File: src/rtl/window_seq_ctrl.sv
// Raster sequencer for one 3x3 window bank: issues one read per window and replays
// each read as a result-memory write after a fixed latency. Optional stall counter: WSC_STALL_CNT_EN.
module window_seq_ctrl #(
    parameter int COLS  = 256,
    parameter int ROWS  = 32,
    parameter int RD2WR = 3
) (
    input  logic                      clk,
    input  logic                      rst_n,
    input  logic                      start,
    input  logic                      hold,
    output logic                      rd,
    output logic                      wr,
    output logic [$clog2(ROWS)-1:0]   row,
    output logic [$clog2(COLS)-1:0]   col,
    output logic                      busy,
    output logic                      done,
    output logic [15:0]               stall_cnt
);

    localparam int RW  = $clog2(ROWS);
    localparam int CW  = $clog2(COLS);
    localparam int WCW = $clog2(ROWS * COLS + 1);

    localparam logic [RW-1:0]  LAST_ROW = RW'(ROWS - 1);
    localparam logic [CW-1:0]  LAST_COL = CW'(COLS - 1);
    localparam logic [WCW-1:0] LAST_WR  = WCW'(ROWS * COLS - 1);

    typedef enum logic [1:0] {
        IDLE  = 2'b00,
        RUN   = 2'b01,
        DRAIN = 2'b10,
        DONE  = 2'b11
    } state_t;

    state_t           state_q, state_d;
    logic             rd_q, rd_d;
    logic             busy_q, busy_d;
    logic             done_q, done_d;
    logic [RW-1:0]    row_q, row_d;
    logic [CW-1:0]    col_q, col_d;
    // Coordinates of the next window to issue; row_q/col_q hold the last issued one.
    logic [RW-1:0]    nrow_q, nrow_d;
    logic [CW-1:0]    ncol_q, ncol_d;
    logic [WCW-1:0]   wr_cnt_q, wr_cnt_d;
    logic [RD2WR-1:0] dl_q, dl_d;

    // Read-to-write delay line; it keeps shifting through hold because the
    // memory returns zeros on idle cycles and the rd-low slots never write.
    generate
        for (genvar gi = 0; gi < RD2WR; gi++) begin : g_dl
            if (gi == 0) begin : g_head
                assign dl_d[gi] = rd_q;
            end else begin : g_tap
                assign dl_d[gi] = dl_q[gi-1];
            end
        end
    endgenerate

    always_comb begin
        state_d  = state_q;
        rd_d     = 1'b0;
        busy_d   = busy_q;
        done_d   = 1'b0;
        row_d    = row_q;
        col_d    = col_q;
        nrow_d   = nrow_q;
        ncol_d   = ncol_q;
        wr_cnt_d = wr_cnt_q;

        if (state_q != IDLE && dl_q[RD2WR-1]) begin
            wr_cnt_d = wr_cnt_q + {{(WCW-1){1'b0}}, 1'b1};
        end

        case (state_q)
            IDLE: begin
                if (start) begin
                    state_d  = RUN;
                    busy_d   = 1'b1;
                    row_d    = '0;
                    col_d    = '0;
                    nrow_d   = '0;
                    ncol_d   = '0;
                    wr_cnt_d = '0;
                end
            end
            RUN: begin
                rd_d = !hold;
                if (!hold) begin
                    row_d = nrow_q;
                    col_d = ncol_q;
                    if (ncol_q == LAST_COL) begin
                        ncol_d = '0;
                        if (nrow_q == LAST_ROW) begin
                            state_d = DRAIN;
                        end else begin
                            nrow_d = nrow_q + 1'b1;
                        end
                    end else begin
                        ncol_d = ncol_q + 1'b1;
                    end
                end
            end
            DRAIN: begin
                if (dl_q[RD2WR-1] && wr_cnt_q == LAST_WR) begin
                    state_d = DONE;
                    done_d  = 1'b1;
                    busy_d  = 1'b0;
                end
            end
            DONE: begin
                state_d = IDLE;
            end
            default: begin
                state_d = IDLE;
            end
        endcase
    end

    always_ff @(posedge clk) begin
        if (!rst_n) begin
            state_q  <= IDLE;
            rd_q     <= 1'b0;
            busy_q   <= 1'b0;
            done_q   <= 1'b0;
            row_q    <= '0;
            col_q    <= '0;
            nrow_q   <= '0;
            ncol_q   <= '0;
            wr_cnt_q <= '0;
            dl_q     <= '0;
        end else begin
            state_q  <= state_d;
            rd_q     <= rd_d;
            busy_q   <= busy_d;
            done_q   <= done_d;
            row_q    <= row_d;
            col_q    <= col_d;
            nrow_q   <= nrow_d;
            ncol_q   <= ncol_d;
            wr_cnt_q <= wr_cnt_d;
            dl_q     <= dl_d;
        end
    end

    assign rd   = rd_q;
    assign wr   = dl_q[RD2WR-1];
    assign row  = row_q;
    assign col  = col_q;
    assign busy = busy_q;
    assign done = done_q;

`ifdef WSC_STALL_CNT_EN
    logic [15:0] stall_cnt_q, stall_cnt_d;

    always_comb begin
        stall_cnt_d = stall_cnt_q;
        if (state_q == IDLE && start) begin
            stall_cnt_d = '0;
        end else if (state_q == RUN && hold && stall_cnt_q != 16'hFFFF) begin
            stall_cnt_d = stall_cnt_q + 16'd1;
        end
    end

    always_ff @(posedge clk) begin
        if (!rst_n) begin
            stall_cnt_q <= '0;
        end else begin
            stall_cnt_q <= stall_cnt_d;
        end
    end

    assign stall_cnt = stall_cnt_q;
`else
    assign stall_cnt = 16'h0000;
`endif

endmodule

File: config.mk
export PLATFORM = sky130hd
export DESIGN_NAME = window_seq_ctrl
export DESIGN_NICKNAME = d
export VERILOG_FILES = /design/src/rtl/window_seq_ctrl.sv
export SDC_FILE = /design/constraint.sdc
export NUM_CORES = 1
export LEC_CHECK = 0
export BUFFER_PORTS_ARGS = -buffer_cell sky130_fd_sc_hd__buf_2
export CAP_MARGIN = 20
export CORE_MARGIN = 10
export CORE_UTILIZATION = 50
export CTS_CLUSTER_SIZE = 28
export DETAILED_ROUTE_END_ITERATION = 16
export MAX_ROUTING_LAYER = met4
export PLACE_DENSITY = 0.75
export SETUP_SLACK_MARGIN = 0.3
export SYNTH_ARGS = -nofsm -noshare
export SYNTH_HDL_FRONTEND = slang
export SYNTH_SLANG_ARGS = --single-unit
File: constraint.sdc
create_clock -name clk -period 1.7 [get_ports clk]
set_input_delay 0.255 -clock clk [delete_from_list [all_inputs] [get_ports clk]]
set_output_delay 0.255 -clock clk [all_outputs]
set_load 0.1 [all_outputs]
==> results by group <==
Run status
  • Status: complete, no violations

Clock network
  • CTS sink cnt: 48
  • Root Driver: clkbuf_8
  • CTS H-tree lvls: 2
  • Number of hold buffers added after cts: 0
  • CTS buffer count: 5
  • CTS Buffer Depth: 2
  • Worst-path clk slew: 0.09 ns
  • Worst-Skew Late Latency: 0.30 ns
  • TritonCTS clock tree: done

Logic synthesis
  • Seq/Total Area, Yosys: 0.4260
  • Synthesis warning total: 0
  • Post-synth EDFFs: 0
  • #FFs+latches synth: 48
  • Asr flop ratio synth: 0
  • Mapped Cells: 255
  • Syn_area_per_cell: 8.847 um^2
  • Top cell type's share of synthesized area: 0.4260
  • Distinct cells, synth: 45
  • Main synth FF type: dfxtp_1
  • Post-synth design cell area: 0.002256 mm^2
  • Leading area contributor after synthesis: dfxtp_1
  • Area contributors post-synth: dfxtp_1 (43%), nor2_1 (7.0%), xor2_1 (5.4%)

Drt
  • Residual DRC: 0
  • 1st-iter DRT viols: 86
  • Routed wire per std cell: 14.46 um
  • 1st-pass router iterations: 4
  • Vias: 1813
  • DR vias/cell: 5.270
  • Antenna-violating nets left: 0
  • Drt total wl: 4975 um

Job
  • Max_cap viols: 0

Floorplan
  • Die area: 0.007599 mm^2
  • Core area: 0.004354 mm^2
  • DIE WIDTH: 87.17 um
  • Die height: 87.17 um
  • Rows: 24
  • Initial Util: 0.5181
  • Number of primary I/O pins: 37

Global route
  • First-pass GRT wire length: 8010 um
  • Vias in the first global route: 1751
  • Largest net degree at the start of global routing: 26
  • Total grt overflow: 0
  • Initial antenna violation count: 0
  • Global-route usage over all layers: 0.1303

Timing
  • Min Tclk post-route: 1.639 ns
  • Fin. Hold Viols: 0
  • RSZ-0062 raised after global routing: yes
  • Crit share post-route: 0.9639
  • Peak Freq: 0.6102 GHz
  • Worst Skew: 0.008568 ns
  • Count of pins over their slew limit: 0
  • Setup TNS: 0 ns
  • Final setup margin: 0.06131 ns
  • Worst hold slack: 0.2921 ns
  • # setup viols final: 0

Power and ir drop
  • Total power: 3.480 mW
  • Power density cells: 1217 mW/mm^2
  • Lkg Pwr: 1.179 nW
  • Worst IR Drop VDD: 0.0005330 V

Worst setup path
  • Max incr delay on CP: 0.38 ns
  • Worst Setup Start Kind: register
  • CP max FO: 20
  • Crit-path slowest cell: dfxtp_4
  • Critical path class: reg -> reg
  • Worst endpoint data arrival time: 1.81 ns
  • CP Data Required Time: 1.87 ns
  • Nature of the critical path endpoint: register
  • Crit path cell chain: inv_4 > ha_4 > and2b_4 > a211oi_4 > buf_12 > nand4_1 > xor2_1 > nor3_2

Placement
  • GPL Wtd Cong: 0.8238
  • Pre-CTS WS: 0.02472 ns
  • Hpwl dp: 3328 um
  • I/O Buffers: 20
  • Post-DP Area: 0.002505 mm^2

Finish
  • Final nets: 303
  • Final Instance Area: 0.002859 mm^2
  • Number of diodes: 0
  • Area Growth Syn to Fin: 26.73%
  • Fraction of final layout cells with drive strength greater than 1: 0.3836

Min path
  • Worst min-delay path category: in -> reg
placed cells by master (no fill, tap or decap), types with 2 or more instances in the layout:
cell,Yosys,routed
buf_12,0,2
and3_1,15,12
a22oi_1,3,3
nand4_1,6,6
a21oi_1,19,7
dfxtp_1,48,39
nor2_2,1,2
buf_2,5,19
xor2_1,14,14
nor2_1,42,40
ha_4,0,4
dfxtp_4,0,6
nand3_2,0,5
clkbuf_8,0,5
buf_4,16,16
mux2i_1,3,3
and2_1,5,5
inv_4,0,2
clkinv_2,0,2
ha_1,8,2
nand3_1,10,5
xnor2_1,4,3
conb_1,1,16
nand2_1,15,10
and4_1,3,2
nor3_2,3,3
ha_2,0,2
nand2_2,0,5
buf_6,1,2
and3_4,0,3
dfxtp_2,0,3
a21oi_2,0,12
cell type report:
| class | instances | area [um^2] |
|---|---|---|
| Fill cell | 349 | 1495 |
| Multi-Input combinational cell | 191 | 1389 |
| Sequential cell | 48 | 987.2 |
| Timing Repair Buffer | 41 | 310.3 |
| Clock buffer | 5 | 68.82 |
| Tap cell | 52 | 65.06 |
| Inverter | 4 | 20.02 |
| Clock inverter | 3 | 18.77 |
flip-flops by register name, indices dropped and copies added (netlist names):
signal	count
busy	1
wr_cnt_q	14
done	1
state_q	2
dl_q	3
row	5
nrow_q	5
rd	1
col	8
ncol_q	8
critical path, delay by kind of cell, from the launching register on:
family,cells,cell delay [ns]
adders and majority gates,1,0.16
buffers and inverters,2,0.22
and+or+nand+nor,3,0.36
xor gates and xnor gates,1,0.19
AOI/OAI and AO/OA,1,0.20
DFF,1,0.38
Yosys cell counts, drive strengths merged (2+ instances only):
library cell,instances
and3,15
nand3,10
ha,8
clkbuf,5
xnor2,4
and2,6
nand2,15
xor2,14
dfxtp,48
a311oi,2
buf,22
inv,4
nand4,7
mux2i,3
nor2,43
nor3b,2
a22oi,3
nand2b,2
nor3,4
a21oi,19
and4,3
what timing repair did:
| action | in CTS | in global routing |
|---|---|---|
| cloned | 0 | 1 |
| buffers inserted | 7 | 4 |
| setup endpoints to repair | 42 | 43 |
| pin swaps | 7 | 14 |
| gates resized for setup | 16 | 25 |
routing by layer:
layer	vias up	track usage	routed length (um)
li1	909	-	-
met1	856	0.1623	2281
met2	43	0.1972	2334
met3	5	0.03652	306
met4	0	0.04638	53
met5	-	-	0
cell families (layout without fill, tap and decap cells):
logic type	after synthesis	after routing	share of synthesized area
AND/OR/NAND/NOR	110	110	0.2507
flip-flops	48	48	0.4260
AO/OA/AOI/OAI	35	35	0.1048
buffers and inverters	31	53	0.08430
XOR/XNOR	18	18	0.06988
adder cells (fa/ha/maj)	8	8	0.04437
multiplexers	4	4	0.01830
other	1	16	0.001662
power breakdown:
group	internal (mW)	total, mW	switching [mW]
registers	1.18	1.23	0.0537
clock network	0.287	0.663	0.376
logic	0.606	1.59	0.980
total	2.07	3.48	1.41
final timing paths:
check,start,endpoint,slack [ns],depth (start not counted)
worst max-delay path,state_q[1]$_SDFFE_PN0P_,ncol_q[6]$_SDFFE_PN0P_,0.06,8
worst min-delay path,rst_n,ncol_q[7]$_SDFFE_PN0P_,0.29,2
worst max register to register,state_q[1]$_SDFFE_PN0P_,ncol_q[6]$_SDFFE_PN0P_,0.06,8
worst min register to register,dl_q[1]$_SDFF_PN0_,dl_q[2]$_SDFF_PN0_,0.44,1
per-stage QoR:
stage,utilization,cells
floorplan,-,270
global placement,0.5753,324
detailed placement,0.5753,324
CTS,0.6210,339
global route,0.6566,344
finish,0.6566,344
Power figures use the tool's default switching activity.
